## config.mk

```make
export PLATFORM = sky130hd
export DESIGN_NAME = ms_controller
export DESIGN_NICKNAME = d
export VERILOG_FILES = /design/src/rtl/ms_pkg.sv /design/src/rtl/ms_alu_decoder.sv /design/src/rtl/ms_controller.sv
export SDC_FILE = /design/constraint.sdc
export NUM_CORES = 1
export LEC_CHECK = 0
export BUFFER_PORTS_ARGS = -buffer_cell sky130_fd_sc_hd__buf_2
export CORE_MARGIN = 3
export CORE_UTILIZATION = 48
export DETAILED_ROUTE_END_ITERATION = 7
export PLACE_DENSITY_LB_ADDON = 0.05
export SLEW_MARGIN = 25
export SYNTH_ARGS = -nofsm -noshare
export SYNTH_HDL_FRONTEND = slang
export SYNTH_SLANG_ARGS = --single-unit
```

## constraint.sdc

```tcl
create_clock -name clk -period 2 [get_ports clk]
set_input_delay 0.2 -clock clk [delete_from_list [all_inputs] [get_ports clk]]
set_output_delay 0.2 -clock clk [all_outputs]
set_load 0.005 [all_outputs]
```

## src/rtl/ms_pkg.sv

```systemverilog
// Shared definitions for the multicycle RV32I control path: states, opcodes,
// ALU/extender select codes and the registered control-word layout.
package ms_pkg;

   localparam int ST_W = 4;

   typedef enum logic [ST_W-1:0] {
      S_FETCH    = 4'd0,
      S_DECODE   = 4'd1,
      S_MEMADR   = 4'd2,
      S_MEMREAD  = 4'd3,
      S_MEMWB    = 4'd4,
      S_MEMWRITE = 4'd5,
      S_EXECUTER = 4'd6,
      S_EXECUTEI = 4'd7,
      S_ALUWB    = 4'd8,
      S_JAL      = 4'd9,
      S_BRANCH   = 4'd10
   } state_t;

   localparam logic [6:0] OP_LW  = 7'b0000011;
   localparam logic [6:0] OP_SW  = 7'b0100011;
   localparam logic [6:0] OP_R   = 7'b0110011;
   localparam logic [6:0] OP_I   = 7'b0010011;
   localparam logic [6:0] OP_JAL = 7'b1101111;
   localparam logic [6:0] OP_BR  = 7'b1100011;

   typedef enum logic [2:0] {
      ALU_ADD = 3'b000,
      ALU_SUB = 3'b001,
      ALU_AND = 3'b010,
      ALU_OR  = 3'b011,
      ALU_XOR = 3'b100,
      ALU_SLT = 3'b101
   } alu_ctl_t;

   typedef enum logic [1:0] {
      IMM_I = 2'b00,
      IMM_S = 2'b01,
      IMM_B = 2'b10,
      IMM_J = 2'b11
   } imm_src_t;

   typedef enum logic [1:0] {
      ALUOP_ADD   = 2'b00,
      ALUOP_SUB   = 2'b01,
      ALUOP_FUNCT = 2'b10
   } alu_op_t;

   typedef struct packed {
      logic       pc_update;
      logic       branch;
      logic       adr_src;
      logic       mem_write;
      logic       ir_write;
      logic       reg_write;
      logic [1:0] result_src;
      logic [1:0] alu_src_a;
      logic [1:0] alu_src_b;
      logic [1:0] alu_op;
   } ctl_t;

   function automatic logic [1:0] imm_src_of(input logic [6:0] op);
      case (op)
         OP_SW:   return IMM_S;
         OP_BR:   return IMM_B;
         OP_JAL:  return IMM_J;
         default: return IMM_I;
      endcase
   endfunction

endpackage

```

## src/rtl/ms_alu_decoder.sv

```systemverilog
// Combinational ALU control decode from the FSM's aluOp and instruction fields.
module ms_alu_decoder
   import ms_pkg::*;
(
   input  logic [1:0] alu_op,
   input  logic [2:0] funct3,
   input  logic       funct7b5,
   input  logic       op5,
   output logic [2:0] alu_control
);

   always_comb begin
      alu_control = ALU_ADD;
      case (alu_op)
         ALUOP_SUB: alu_control = ALU_SUB;
         ALUOP_FUNCT: begin
            case (funct3)
               // funct7b5 only selects sub for register-register ops; addi ignores it
               3'b000:  alu_control = (op5 & funct7b5) ? ALU_SUB : ALU_ADD;
               3'b010:  alu_control = ALU_SLT;
               3'b100:  alu_control = ALU_XOR;
               3'b110:  alu_control = ALU_OR;
               3'b111:  alu_control = ALU_AND;
               default: alu_control = ALU_ADD;
            endcase
         end
         default: alu_control = ALU_ADD;
      endcase
   end

endmodule

```

## src/rtl/ms_controller.sv

```systemverilog
// Main control FSM of the multicycle RV32I core: sequences memory, ALU,
// register file and extender over 3-5 cycles per instruction.
module ms_controller
   import ms_pkg::*;
#(
   parameter bit BNE_EN  = 1'b1,
   parameter int STATE_W = 4
) (
   input  logic       clk,
   input  logic       reset,
   input  logic [6:0] op,
   input  logic [2:0] funct3,
   input  logic       funct7b5,
   input  logic       zero,
   output logic       pcWrite,
   output logic       adrSrc,
   output logic       memWrite,
   output logic       irWrite,
   output logic [1:0] resultSrc,
   output logic [1:0] aluSrcA,
   output logic [1:0] aluSrcB,
   output logic [1:0] immSrc,
   output logic       regWrite,
   output logic [2:0] aluControl,
   output logic       illegal
);

   localparam logic [STATE_W-1:0] FETCH    = STATE_W'(S_FETCH);
   localparam logic [STATE_W-1:0] DECODE   = STATE_W'(S_DECODE);
   localparam logic [STATE_W-1:0] MEMADR   = STATE_W'(S_MEMADR);
   localparam logic [STATE_W-1:0] MEMREAD  = STATE_W'(S_MEMREAD);
   localparam logic [STATE_W-1:0] MEMWB    = STATE_W'(S_MEMWB);
   localparam logic [STATE_W-1:0] MEMWRITE = STATE_W'(S_MEMWRITE);
   localparam logic [STATE_W-1:0] EXECUTER = STATE_W'(S_EXECUTER);
   localparam logic [STATE_W-1:0] EXECUTEI = STATE_W'(S_EXECUTEI);
   localparam logic [STATE_W-1:0] ALUWB    = STATE_W'(S_ALUWB);
   localparam logic [STATE_W-1:0] JAL      = STATE_W'(S_JAL);
   localparam logic [STATE_W-1:0] BRANCH   = STATE_W'(S_BRANCH);

   logic [STATE_W-1:0] state;
   logic [STATE_W-1:0] state_nxt;
   ctl_t               ctl;
   logic               op_ok;

   // Control word for a state; undefined encodings get all zeros
   function automatic ctl_t ctl_of(input logic [STATE_W-1:0] s);
      ctl_t c;
      c = '0;
      case (s)
         FETCH: begin
            c.ir_write   = 1'b1;
            c.pc_update  = 1'b1;
            c.alu_src_b  = 2'b10;
            c.result_src = 2'b10;
         end
         DECODE: begin
            c.alu_src_a = 2'b01;
            c.alu_src_b = 2'b01;
         end
         MEMADR: begin
            c.alu_src_a = 2'b10;
            c.alu_src_b = 2'b01;
         end
         MEMREAD:  c.adr_src = 1'b1;
         MEMWRITE: begin
            c.adr_src   = 1'b1;
            c.mem_write = 1'b1;
         end
         MEMWB: begin
            c.result_src = 2'b01;
            c.reg_write  = 1'b1;
         end
         EXECUTER: begin
            c.alu_src_a = 2'b10;
            c.alu_op    = ALUOP_FUNCT;
         end
         EXECUTEI: begin
            c.alu_src_a = 2'b10;
            c.alu_src_b = 2'b01;
            c.alu_op    = ALUOP_FUNCT;
         end
         ALUWB: c.reg_write = 1'b1;
         JAL: begin
            c.alu_src_a = 2'b01;
            c.alu_src_b = 2'b10;
            c.pc_update = 1'b1;
         end
         BRANCH: begin
            c.alu_src_a = 2'b10;
            c.alu_op    = ALUOP_SUB;
            c.branch    = 1'b1;
         end
         default: c = '0;
      endcase
      return c;
   endfunction

   assign op_ok = (op == OP_LW) || (op == OP_SW) || (op == OP_R) ||
                  (op == OP_I)  || (op == OP_JAL) || (op == OP_BR);

   always_comb begin
      state_nxt = FETCH;
      case (state)
         FETCH: state_nxt = DECODE;
         DECODE: begin
            case (op)
               OP_LW, OP_SW: state_nxt = MEMADR;
               OP_R:         state_nxt = EXECUTER;
               OP_I:         state_nxt = EXECUTEI;
               OP_JAL:       state_nxt = JAL;
               OP_BR:        state_nxt = BRANCH;
               default:      state_nxt = FETCH;
            endcase
         end
         MEMADR:             state_nxt = op[5] ? MEMWRITE : MEMREAD;
         MEMREAD:            state_nxt = MEMWB;
         EXECUTER, EXECUTEI: state_nxt = ALUWB;
         JAL:                state_nxt = ALUWB;
         default:            state_nxt = FETCH;
      endcase
   end

   // Control word is registered alongside the state it belongs to
   always_ff @(posedge clk or posedge reset) begin
      if (reset) begin
         state <= FETCH;
         ctl   <= ctl_of(FETCH);
      end else begin
         state <= state_nxt;
         ctl   <= ctl_of(state_nxt);
      end
   end

   // Write enables are gated by reset; the ctl register holds FETCH values meanwhile
   assign pcWrite   = ~reset & (ctl.pc_update |
                                (ctl.branch & (zero ^ (BNE_EN & funct3[0]))));
   assign irWrite   = ~reset & ctl.ir_write;
   assign memWrite  = ~reset & ctl.mem_write;
   assign regWrite  = ~reset & ctl.reg_write;
   assign adrSrc    = ctl.adr_src;
   assign resultSrc = ctl.result_src;
   assign aluSrcA   = ctl.alu_src_a;
   assign aluSrcB   = ctl.alu_src_b;
   assign immSrc    = imm_src_of(op);
   assign illegal   = (state == DECODE) & ~op_ok;

   ms_alu_decoder u_alu_dec (
      .alu_op      (ctl.alu_op),
      .funct3      (funct3),
      .funct7b5    (funct7b5),
      .op5         (op[5]),
      .alu_control (aluControl)
   );

endmodule
```

==> impl_metrics.ini <==
[outcome]
status = finished with violations
violations = hold timing

[finish]
seq_area_um2 = 404
nets = 142
diodes = 0
drive_gt1_share_pct = 37.6
multiInputGateArea_um2 = 445
syn_to_final_growth_pct = 20.9
post-route-util_pct = 62.8
design_area_mm2 = 0.00112
nFillCells = 167

[yosys]
synth_xor_area_share_pct = 2.84
synthFlopType = dfrtp_1
syn_area_um2 = 926
synth_nets = 111
ys_seq_elements = 16
synth_area_leader_cell = dfrtp_1
synth_enable_flop_cells = 0
yosysWarnings = 0
synthAdderAreaFrac_pct = 2.70
synth-simple-area-share_pct = 29.2
synthMuxAreaShare_pct = 0
synth.distinct_cells = 39
synth.avg_cell_area_um2 = 9.75
syn_inst = 95
async_reset_ff_share_pct = 100
synth.top_cells.by_area = dfrtp_1, dfstp_2, buf_4, nor2_1, nor3_1
ys_seq_area_share_pct = 43.6
synth_compound_area_share_pct = 13.0
synth_top_family_by_area = simple AND/OR/NAND/NOR gates
yosysTopAreaCellShare_pct = 35.1

[timing]
post-route-min-period_ns = 1.82
rsz0062_at_grt = no
slew_violations = 0
setup_viol = 0
maxClockFrequency_mhz = 550
finClkSkew_ns = 0.00367
slew_headroom_pct = 62.1
worstMarginPinSlew_ns = 0.568
timing_hold_violations_final = 13
post-route-period-util_pct = 90.9
hold_ws_ns = -0.0166
setup-tns-final_ns = 0

[global_route]
grt_usage_pct = 15.5
antenna_found_initial = 0
overflow = 0
grt_pass1_vias = 684
grt_pass1_wl_um = 2930
grt_max_degree = 17

[clock_tree]
cts_tree = done
clock_insertion_delay_worst_skew_ns = 0.29
post_cts_buffers = 0
cts.path.max_buffers = 2
cts_buffers = 3
hold_buffers = 0
cts.sinks = 16
clock-root-buffer = clkbuf_4
h-tree-depth = 1
clk_pin_slew_ns = 0.10

[placed_design]
gp_congestion = 0.835
numPortBuffers = 30
place_hpwl_um = 1380
place_area_mm2 = 0.00108

[detailed_routing]
dr_wl_met3_um = 127
drc_errors = 0
first_iter_violations = 8
drt_wl_total_um = 1820
postRouteAntennaNets = 0
wl_met2_um = 865
drt-met1-wl_um = 804
firstDrtPassIters = 4
viasPerCell = 5.07
avgRoutedWirePerCell_um = 12.1
via_count = 760
top_layer = met4

[power]
power_density_mw_per_mm2 = 890
ir_drop_v = 0.000541
leakage_nw = 0.581

[worst_setup_path]
worstSetupPathType = reg2out
cp_max_fo = 7
worst_path_max_delay_cell = or4b_4
crit_required_ns = 1.80
r2r_start = state[0]
cp-start-kind = flop
crit_start = state[0]
cp_top_family = simple AND/OR/NAND/NOR gates
cp_cell_sequence = or4b_4 > nor3_1 > buf_2
endpoint_kind = output port
critPathBufInv = 1
critPathArrivalTime_ns = 1.62
slowest_delay_ns = 0.55

[floorplanning]
die_h_um = 49.9
coreArea_mm2 = 0.00178
die_area_mm2 = 0.00249
initial_core_util_pct = 51.9
die_w_um = 49.9
io-pin-count = 31
placementRows = 15

[job]
maxCapViolCount = 0

[worst_hold_path]
hold_class = in2async
sequential cells by signal (all words and copies together), names as in the netlist:
register / count
state: 4
resultSrc: 2
aluSrcA: 2
adrSrc: 1
aluSrcB: 2
ctl: 5
layout by cell type (no fill, tap or decap), types with 2 or more instances in the layout:
| cell type | Yosys | routed |
|---|---|---|
| nand2_1 | 3 | 3 |
| buf_4 | 6 | 3 |
| inv_1 | 7 | 7 |
| nor2_1 | 11 | 11 |
| nor3_1 | 6 | 6 |
| clkbuf_4 | 0 | 3 |
| nor3b_1 | 3 | 3 |
| nand3b_1 | 2 | 2 |
| nor2b_1 | 4 | 4 |
| ha_1 | 2 | 2 |
| a21oi_1 | 2 | 2 |
| and3_1 | 2 | 2 |
| xor2_1 | 2 | 2 |
| o21ai_0 | 2 | 2 |
| dfrtp_1 | 13 | 13 |
| dfstp_2 | 3 | 3 |
| nand2b_1 | 2 | 2 |
| a211oi_1 | 2 | 2 |
| and2_1 | 2 | 2 |
| buf_2 | 1 | 30 |
synthesized netlist by cell type, types with 2 or more instances:
| cell type | instances |
|---|---|
| and3_1 | 2 |
| o21ai_0 | 2 |
| dfstp_2 | 3 |
| nand2_1 | 3 |
| nand3b_1 | 2 |
| buf_4 | 6 |
| dfrtp_1 | 13 |
| ha_1 | 2 |
| nor3b_1 | 3 |
| nor3_1 | 6 |
| nand2b_1 | 2 |
| nor2_1 | 11 |
| a21oi_1 | 2 |
| inv_1 | 7 |
| nor2b_1 | 4 |
| and2_1 | 2 |
| a211oi_1 | 2 |
| xor2_1 | 2 |
worst paths after layout:
kind | endpoint | slack (ns) | cells after the start
worst max-delay path | illegal | 0.18 | 3
worst max register to register | ctl[13] | 0.18 | 5
max in group asynchronous | ctl[13] | 1.64 | 2
worst min register to register | aluSrcA[1] | 0.64 | 2
worst min-delay path | adrSrc | -0.02 | 2
min in group clk | aluSrcA[1] | 0.18 | 2
final cells by class:
class	count	area share [%]
repair buffers	33	15.4
well taps	25	2.79
clock buffers	4	3.24
inverters	8	2.68
multi-input cells	64	39.8
flip-flops and latches	16	36.1
what timing repair did:
| item | 4_1_cts | 5_1_grt |
|---|---|---|
| setup endpoints to repair | 0 | 1 |
| endpoints found under the hold margin | 0 | 0 |
| gates resized for setup | 0 | 1 |
power breakdown:
part | leakage [nW] | internal, W | switching (W) | total, W
clock | 0.0210 | 0.000111 | 0.000108 | 0.000219
combinational | 0.353 | 0.000166 | 0.000167 | 0.000334
sequential | 0.206 | 0.000413 | 0.0000303 | 0.000443
cell families (layout without fill, tap and decap cells):
logic type	after synthesis	after routing
AO/OA/AOI/OAI	15	15
XOR/XNOR	3	3
adder cells (fa/ha/maj)	2	2
buffers and inverters	15	45
flip-flops	16	16
AND/OR/NAND/NOR	44	44
worst reg2reg max path, cell delays in order (launching register included):
cell and delay, ns:
dfrtp_1 0.44, or4b_4 0.55, nor4_4 0.33, a211o_4 0.19, a21oi_2 0.04, a211oi_1 0.18
routing by layer:
metal	track usage, %	up-vias
met2	23.8	30
li1	-	389
met3	4.23	2
met4	6.91	0
met5	0	-
met1	20.3	339
through the flow:
stage | cells | worst slack [ns] | power [W]
after floorplan | 95 | 0.191 | 0.000716
after global placement | 146 | 0.169 | 0.000770
after detailed placement | 146 | 0.142 | 0.000772
after CTS | 150 | 0.0830 | 0.000988
after global routing | 150 | 0.0355 | 0.00106
final | 150 | 0.182 | 0.000996
Note: power is estimated with default switching activity, not from simulation.
